===== config.mk =====
export PLATFORM = sky130hd
export DESIGN_NAME = vga_timing_pipe
export DESIGN_NICKNAME = d
export VERILOG_FILES = /design/src/rtl/vga_timing_pipe.sv
export SDC_FILE = /design/constraint.sdc
export NUM_CORES = 1
export LEC_CHECK = 0
export BUFFER_PORTS_ARGS = -buffer_cell sky130_fd_sc_hd__buf_2
export CAP_MARGIN = 20
export CORE_MARGIN = 8
export CORE_UTILIZATION = 35
export DETAILED_ROUTE_END_ITERATION = 12
export PLACE_DENSITY_LB_ADDON = 0.05
export SYNTH_ARGS = -nofsm -noshare
export SYNTH_HDL_FRONTEND = slang
export SYNTH_SLANG_ARGS = --single-unit

===== constraint.sdc =====
create_clock -name dot_clk -period 2.71 [get_ports dot_clk]
set_input_delay 0.271 -clock dot_clk [delete_from_list [all_inputs] [get_ports dot_clk]]
set_output_delay 0.271 -clock dot_clk [all_outputs]
set_load 0.005 [all_outputs]

===== src/rtl/vga_timing_pipe.sv =====
// rtl/vga_timing_pipe.sv - raster timing generator with undelayed fetch position and PIPE_DELAY-aligned sync/visible/strobes
// Optional raster-line interrupt is built when VGA_TIMING_PIPE_IRQ_EN is defined.
module vga_timing_pipe #(
  parameter int H_VISIBLE       = 640,
  parameter int H_FRONT_PORCH   = 16,
  parameter int H_SYNC_PULSE    = 64,
  parameter int H_BACK_PORCH    = 120,
  parameter int V_VISIBLE       = 480,
  parameter int V_FRONT_PORCH   = 1,
  parameter int V_SYNC_PULSE    = 3,
  parameter int V_BACK_PORCH    = 16,
  parameter int H_SYNC_POSITIVE = 0,
  parameter int V_SYNC_POSITIVE = 0,
  parameter int PIPE_DELAY      = 2,
  parameter int FRAME_WIDTH     = 8,
  parameter int COL_WIDTH       = $clog2(H_VISIBLE + H_FRONT_PORCH + H_SYNC_PULSE + H_BACK_PORCH),
  parameter int ROW_WIDTH       = $clog2(V_VISIBLE + V_FRONT_PORCH + V_SYNC_PULSE + V_BACK_PORCH)
) (
  input  logic                   dot_clk,
  input  logic                   reset,
  output logic [COL_WIDTH-1:0]   column,
  output logic [ROW_WIDTH-1:0]   line,
  output logic                   visible,
  output logic                   hsync,
  output logic                   vsync,
  output logic                   line_start,
  output logic                   frame_start,
  output logic [FRAME_WIDTH-1:0] frame_count,
  input  logic [ROW_WIDTH-1:0]   irq_line,
  input  logic                   irq_ack,
  output logic                   irq
);

  localparam int H_TOTAL  = H_VISIBLE + H_FRONT_PORCH + H_SYNC_PULSE + H_BACK_PORCH;
  localparam int V_TOTAL  = V_VISIBLE + V_FRONT_PORCH + V_SYNC_PULSE + V_BACK_PORCH;
  localparam int HS_START = H_VISIBLE + H_FRONT_PORCH;
  localparam int HS_END   = HS_START + H_SYNC_PULSE;
  localparam int VS_START = V_VISIBLE + V_FRONT_PORCH;
  localparam int VS_END   = VS_START + V_SYNC_PULSE;

  localparam logic [COL_WIDTH-1:0] COL_LAST = COL_WIDTH'(H_TOTAL - 1);
  localparam logic [ROW_WIDTH-1:0] ROW_LAST = ROW_WIDTH'(V_TOTAL - 1);

  logic        col_wrap;
  logic        row_wrap;
  logic [31:0] col_ext;
  logic [31:0] row_ext;

  assign col_wrap = (column == COL_LAST);
  assign row_wrap = (line == ROW_LAST);
  assign col_ext  = 32'(column);
  assign row_ext  = 32'(line);

  always_ff @(posedge dot_clk) begin
    if (reset) begin
      column      <= '0;
      line        <= '0;
      frame_count <= '0;
    end else begin
      column <= col_wrap ? '0 : column + COL_WIDTH'(1);
      if (col_wrap) begin
        line <= row_wrap ? '0 : line + ROW_WIDTH'(1);
        if (row_wrap) begin
          frame_count <= frame_count + FRAME_WIDTH'(1);
        end
      end
    end
  end

  // Stage-0 terms, all active-high: {vis, hs, vs, ls, fs}
  logic       vis_raw;
  logic       hs_raw;
  logic       vs_raw;
  logic       ls_raw;
  logic       fs_raw;
  logic [4:0] raw_terms;
  logic [4:0] out_terms;

  assign vis_raw   = (col_ext < 32'(H_VISIBLE)) && (row_ext < 32'(V_VISIBLE));
  assign hs_raw    = (col_ext >= 32'(HS_START)) && (col_ext < 32'(HS_END));
  assign vs_raw    = (row_ext >= 32'(VS_START)) && (row_ext < 32'(VS_END));
  assign ls_raw    = (column == '0);
  assign fs_raw    = ls_raw && (line == '0);
  assign raw_terms = {vis_raw, hs_raw, vs_raw, ls_raw, fs_raw};

  generate
    if (PIPE_DELAY == 0) begin : g_direct
      assign out_terms = raw_terms;
    end else begin : g_pipe
      // Zero in every stage means "inactive"; sync polarity is applied after the chain
      logic [4:0] stage [PIPE_DELAY];

      always_ff @(posedge dot_clk) begin
        if (reset) begin
          for (int i = 0; i < PIPE_DELAY; i++) begin
            stage[i] <= '0;
          end
        end else begin
          stage[0] <= raw_terms;
          for (int i = 1; i < PIPE_DELAY; i++) begin
            stage[i] <= stage[i-1];
          end
        end
      end

      assign out_terms = stage[PIPE_DELAY-1];
    end
  endgenerate

  assign visible     = out_terms[4];
  assign hsync       = (H_SYNC_POSITIVE != 0) ? out_terms[3] : ~out_terms[3];
  assign vsync       = (V_SYNC_POSITIVE != 0) ? out_terms[2] : ~out_terms[2];
  assign line_start  = out_terms[1];
  assign frame_start = out_terms[0];

`ifdef VGA_TIMING_PIPE_IRQ_EN
  // Fires at the start of h-blank on irq_line; a set in the same cycle as an ack wins
  logic irq_hit;

  assign irq_hit = (col_ext == 32'(H_VISIBLE)) && (line == irq_line);

  always_ff @(posedge dot_clk) begin
    if (reset) begin
      irq <= 1'b0;
    end else if (irq_hit) begin
      irq <= 1'b1;
    end else if (irq_ack) begin
      irq <= 1'b0;
    end
  end
`else
  logic unused_irq_inputs;

  assign unused_irq_inputs = ^{irq_line, irq_ack};
  assign irq               = 1'b0;
`endif

endmodule


* Word level (Yosys, flattened, before mapping)
Memory sizes are Yosys's and may differ from the RTL's.
Cells that the tools add are included.
** Cells by class
- Add/subtract/negate cells :: 3
- Order comparisons :: 6
- Equality and inequality tests :: 2
- Muxes and demuxes :: 6
- Bitwise operators :: 4
- Reductions and logical operators :: 8
** Operators by type and width (number)
- 10-bit < comparator (second input constant) :: 2
- 9-bit < comparator (second input constant) :: 2
- 10-bit by 1-bit adder with 10-bit output (second input constant) :: 1
- 10-bit equality test (second input constant) :: 1
- 10-bit greater-or-equal comparator (second input constant) :: 1
- 10-bit zero test :: 1
- 5-bit 2-to-1 mux :: 2
- 9-bit by 1-bit adder with 9-bit output (second input constant) :: 1
- 9-bit equality test (second input constant) :: 1
- 9-bit greater-or-equal comparator (second input constant) :: 1
- 9-bit zero test :: 1
- 9-bit 2-to-1 mux :: 1
- 8-bit by 1-bit adder with 8-bit output (second input constant) :: 1
- 1-bit logical AND :: 4
- 1-bit 2-to-1 mux :: 3
- 1-bit NOT :: 2
- 1-bit OR :: 2
- 2-bit AND reduction :: 1
- 2-bit OR reduction :: 1
** Storage, ports and cells
- Register bits after elaboration :: 27
- RAM bits :: 10
- Input bits :: 12
- Logic and storage cells :: 33
- Memories kept :: 1
** Memories
- g_pipe.stage :: words 2, width 5, rd ports 2, clocked after Yosys merged registers in 0, wr ports 2, RTL line 91 : logic [4:0] stage [PIPE_DELAY];

* Depth between registers and ports, before layout
- Word-level depth :: 3
- Mapped depth :: 7
- Gate-level depth less buffers :: 5

* Worst setup path after synthesis
No wires, ideal clock.
- Kind :: reg2reg
- Start point :: reg column[7]
- End point :: reg frame_count[7]
- Arrival :: 2.064 ns
- Path slack :: 0.525 ns
- Stages on the path, launching flop included :: 6
- Path through :: dfxtp_1 or4_4 or3_1 clkbuf_1 nor4_1 mux2_2
** On the way
- Longest elaborated chain between the ends :: 2
** Ends and longest elaborated chain
- from (decl) :: RTL line 21 : output logic [COL_WIDTH-1:0] column,
- from (signal assigned) :: RTL line 60 : column <= col_wrap ? '0 : column + COL_WIDTH'(1);
- 10-bit equality test :: RTL line 49 : assign col_wrap = (column == COL_LAST);
- 2-bit AND reduction (no line)
- to (signal assigned) :: RTL line 64 : frame_count <= frame_count + FRAME_WIDTH'(1);
- to (decl) :: RTL line 28 : output logic [FRAME_WIDTH-1:0] frame_count,
No other way between the ends.
A chain may end at the register's enable or synchronous reset.

* Worst setup path after layout
Same ends and word-level chain as after synthesis.

==> results_dict.tcl <==
set metrics [dict create \
    hold_class "in -> reg" \
    max_cap_violations 0 \
    crit_slowest_cell "or4_4" \
    die_h_um 84.9 \
    holdBufCountCts 0 \
    final.setup.tns_ns 0 \
    cts_sinks 37 \
    leakage_nw 0.745 \
    synth_top_cell_by_area "dfxtp_1" \
    rsz0062_at_grt "no" \
    initial_core_util_pct 35.7 \
    drive_gt1_share_pct 21.7 \
    portBuffers 33 \
    r2r_slack_ns 0.31 \
    drt_iter0_markers 58 \
    synth_area_um2 1660 \
    clk_pin_slew_worst_paths_ns 0.07 \
    yosys-top-cells-area "dfxtp_1 (45%), ha_1 (4.5%), or4_1 (4.5%)" \
    dr.pass1.iters 4 \
    crit_end "frame_count[7]" \
    fin_worst_skew_ns 0.0103 \
    reg2reg_from "column[7]" \
    syn2layout_area_growth_pct 17.7 \
    vdd_drop_max_mv 0.227 \
    stdcell_count 280 \
    gp_congestion 0.762 \
    final_nets 243 \
    final_max_slew_viol_count 0 \
    ctsRootBufferMaster "clkbuf_8" \
    critPathLaunchType "register" \
    critPathMaxFanout 14 \
    fp.dieW_um 84.9 \
    seq_area_frac_synth_pct 44.6 \
    synth_cell_types 32 \
    cts.htree.levels 2 \
    critical_path_class "reg -> reg" \
    syn-num-nets 210 \
    cp_data_required_time_ns 2.88 \
    route.layer.met1.wl_um 1730 \
    cp-end-kind "register" \
    grt_overflow 0 \
    max_freq_mhz 417 \
    hp-start "reset" \
    hold_viol_final 0 \
    antenna_found_initial 0 \
    yosysTopAreaCellShare_pct 44.6 \
    cts_buffer_depth 2 \
    ios 45 \
    grtUsageTotal_pct 11.0 \
    layout_commonest_cell "dfxtp_1" \
    p_total_mw 0.966 \
    arrival_ns 2.57 \
    period_needed_ns 2.40 \
    ant_nets 0 \
    outcome "complete, no violations" \
    grt_pass1_vias 1407 \
    fp.dieArea_um2 7210 \
    row_count 25 \
    syn_inst 192 \
    num_vias 1424 \
    crit_chain "or4_4 > or3_1 > nor4_1 > mux2_2" \
    fin_ws_ns 0.314 \
    routedWlPerCell_um 13.5 \
    syn_avg_cell_area_um2 8.65 \
    floorplan.core_area_um2 4660 \
    dp_cells 272 \
    post-place-ws_ns 0.323 \
    final_cell_mix "dfxtp_1 (37), buf_2 (33), nor2_1 (18)" \
    setup_viol 0 \
    reg2reg_to "frame_count[7]" \
    antenna-diode-count 0 \
    cts_made_buffers 5 \
    wl_met3_um 256 \
    post-cts-setup-buffer-count 0 \
    powerDensity_nw_per_um2 494 \
    whs_ns 0.299 \
    ys_ff_latch 37 \
    cts_tree "yes" \
    grt_max_degree 23 \
    top_layer "met4" \
    dp_hpwl_um 2740 \
    drt-vias-per-instance 5.09 \
    reg2reg_depth 4 \
    drc_errors 0 \
    drt_wl_total_um 3790 \
    max_stage_delay_ns 0.60 \
    clk_latency_ns 0.29 \
    cts_resized 0 \
    synth_warnings 0 \
    grt_first_pass_wirelength_um 6440 \
    fin_crit_sh_pct 88.4 \
    crit_start "column[7]" \
    wl_met2_um 1740 \
]
cell families after synthesis:
kind of cell             synth area share [%]
multiplexers                            0.678
flip-flops                               44.6
AND/OR/NAND/NOR                          27.9
XOR/XNOR                                 6.33
buffers and inverters                    5.35
adder cells (fa/ha/maj)                  4.52
AO/OA/AOI/OAI                            10.4
other                                   0.226
cell usage after synthesis:
| cell | instances |
|---|---|
| buf_2 | 1 |
| xor2_1 | 4 |
| nand4_1 | 3 |
| nor4b_1 | 1 |
| xnor2_1 | 8 |
| nor4_1 | 5 |
| nor2_1 | 18 |
| a21oi_1 | 12 |
| dfxtp_1 | 37 |
| nor2b_1 | 7 |
| and2_1 | 1 |
| nor3_1 | 5 |
| or2_2 | 1 |
| conb_1 | 1 |
| clkbuf_2 | 1 |
| o41ai_1 | 1 |
| or4_4 | 2 |
| o31ai_1 | 9 |
| and4b_1 | 1 |
| or4b_2 | 1 |
| clkbuf_1 | 7 |
| o21ai_0 | 5 |
| nand2_1 | 15 |
| or3_1 | 5 |
| o21bai_2 | 1 |
| or4_1 | 10 |
| inv_1 | 12 |
| mux2_2 | 1 |
| nand3_1 | 9 |
| nand2b_1 | 1 |
| buf_4 | 1 |
| ha_1 | 6 |
routing by layer:
metal | vias to the layer above | global-route usage (%)
met3 | 6 | 4.54
met1 | 653 | 12.2
met5 | - | 0
li1 | 733 | -
met4 | 0 | 5.34
met2 | 32 | 17.9
state kept, by name, summed over array words and instances, names as in the netlist:
register	flops
column	10
g_pipe.stage	10
line	9
frame_count	8
critical path, delay by kind of cell (launching register included):
family / cells / cell delay, ns
AND/OR/NAND/NOR: 3 / 1.54
multiplexers: 1 / 0.37
flip-flops: 1 / 0.38
power by group:
part | total [mW] | switching, mW | internal [mW]
sequential | 0.561 | 0.00712 | 0.554
clock | 0.370 | 0.192 | 0.178
combinational | 0.0355 | 0.0201 | 0.0154
total | 0.966 | 0.219 | 0.747
area by class of cell:
class	count	area (um2)
inverter	12	45.0
clock inverter	2	10.0
fill	497	2710
multi-input combinational	133	832
timing repair buffer	36	188
sequential	37	741
clock buffer	6	72.6
tap	54	67.6
per-stage QoR:
stage | utilization (%) | cell area, um2
final | 42.0 | 1960
after global routing | 42.0 | 1960
after CTS | 42.0 | 1960
after detailed placement | 40.2 | 1870
after global placement | 40.2 | 1870
after floorplan | - | 1660
worst min path at each step:
stage                                    end  slack, ns  cells past startpoint
after floorplan           g_pipe.stage[0][5]       0.41                      1
after global placement    g_pipe.stage[0][8]       0.42                      1
after detailed placement  g_pipe.stage[0][7]       0.43                      1
after CTS                 g_pipe.stage[0][1]       0.30                      3
after global routing      g_pipe.stage[0][1]       0.31                      3
final                     g_pipe.stage[0][1]       0.30                      3
Note: power is estimated with default switching activity, not from simulation.
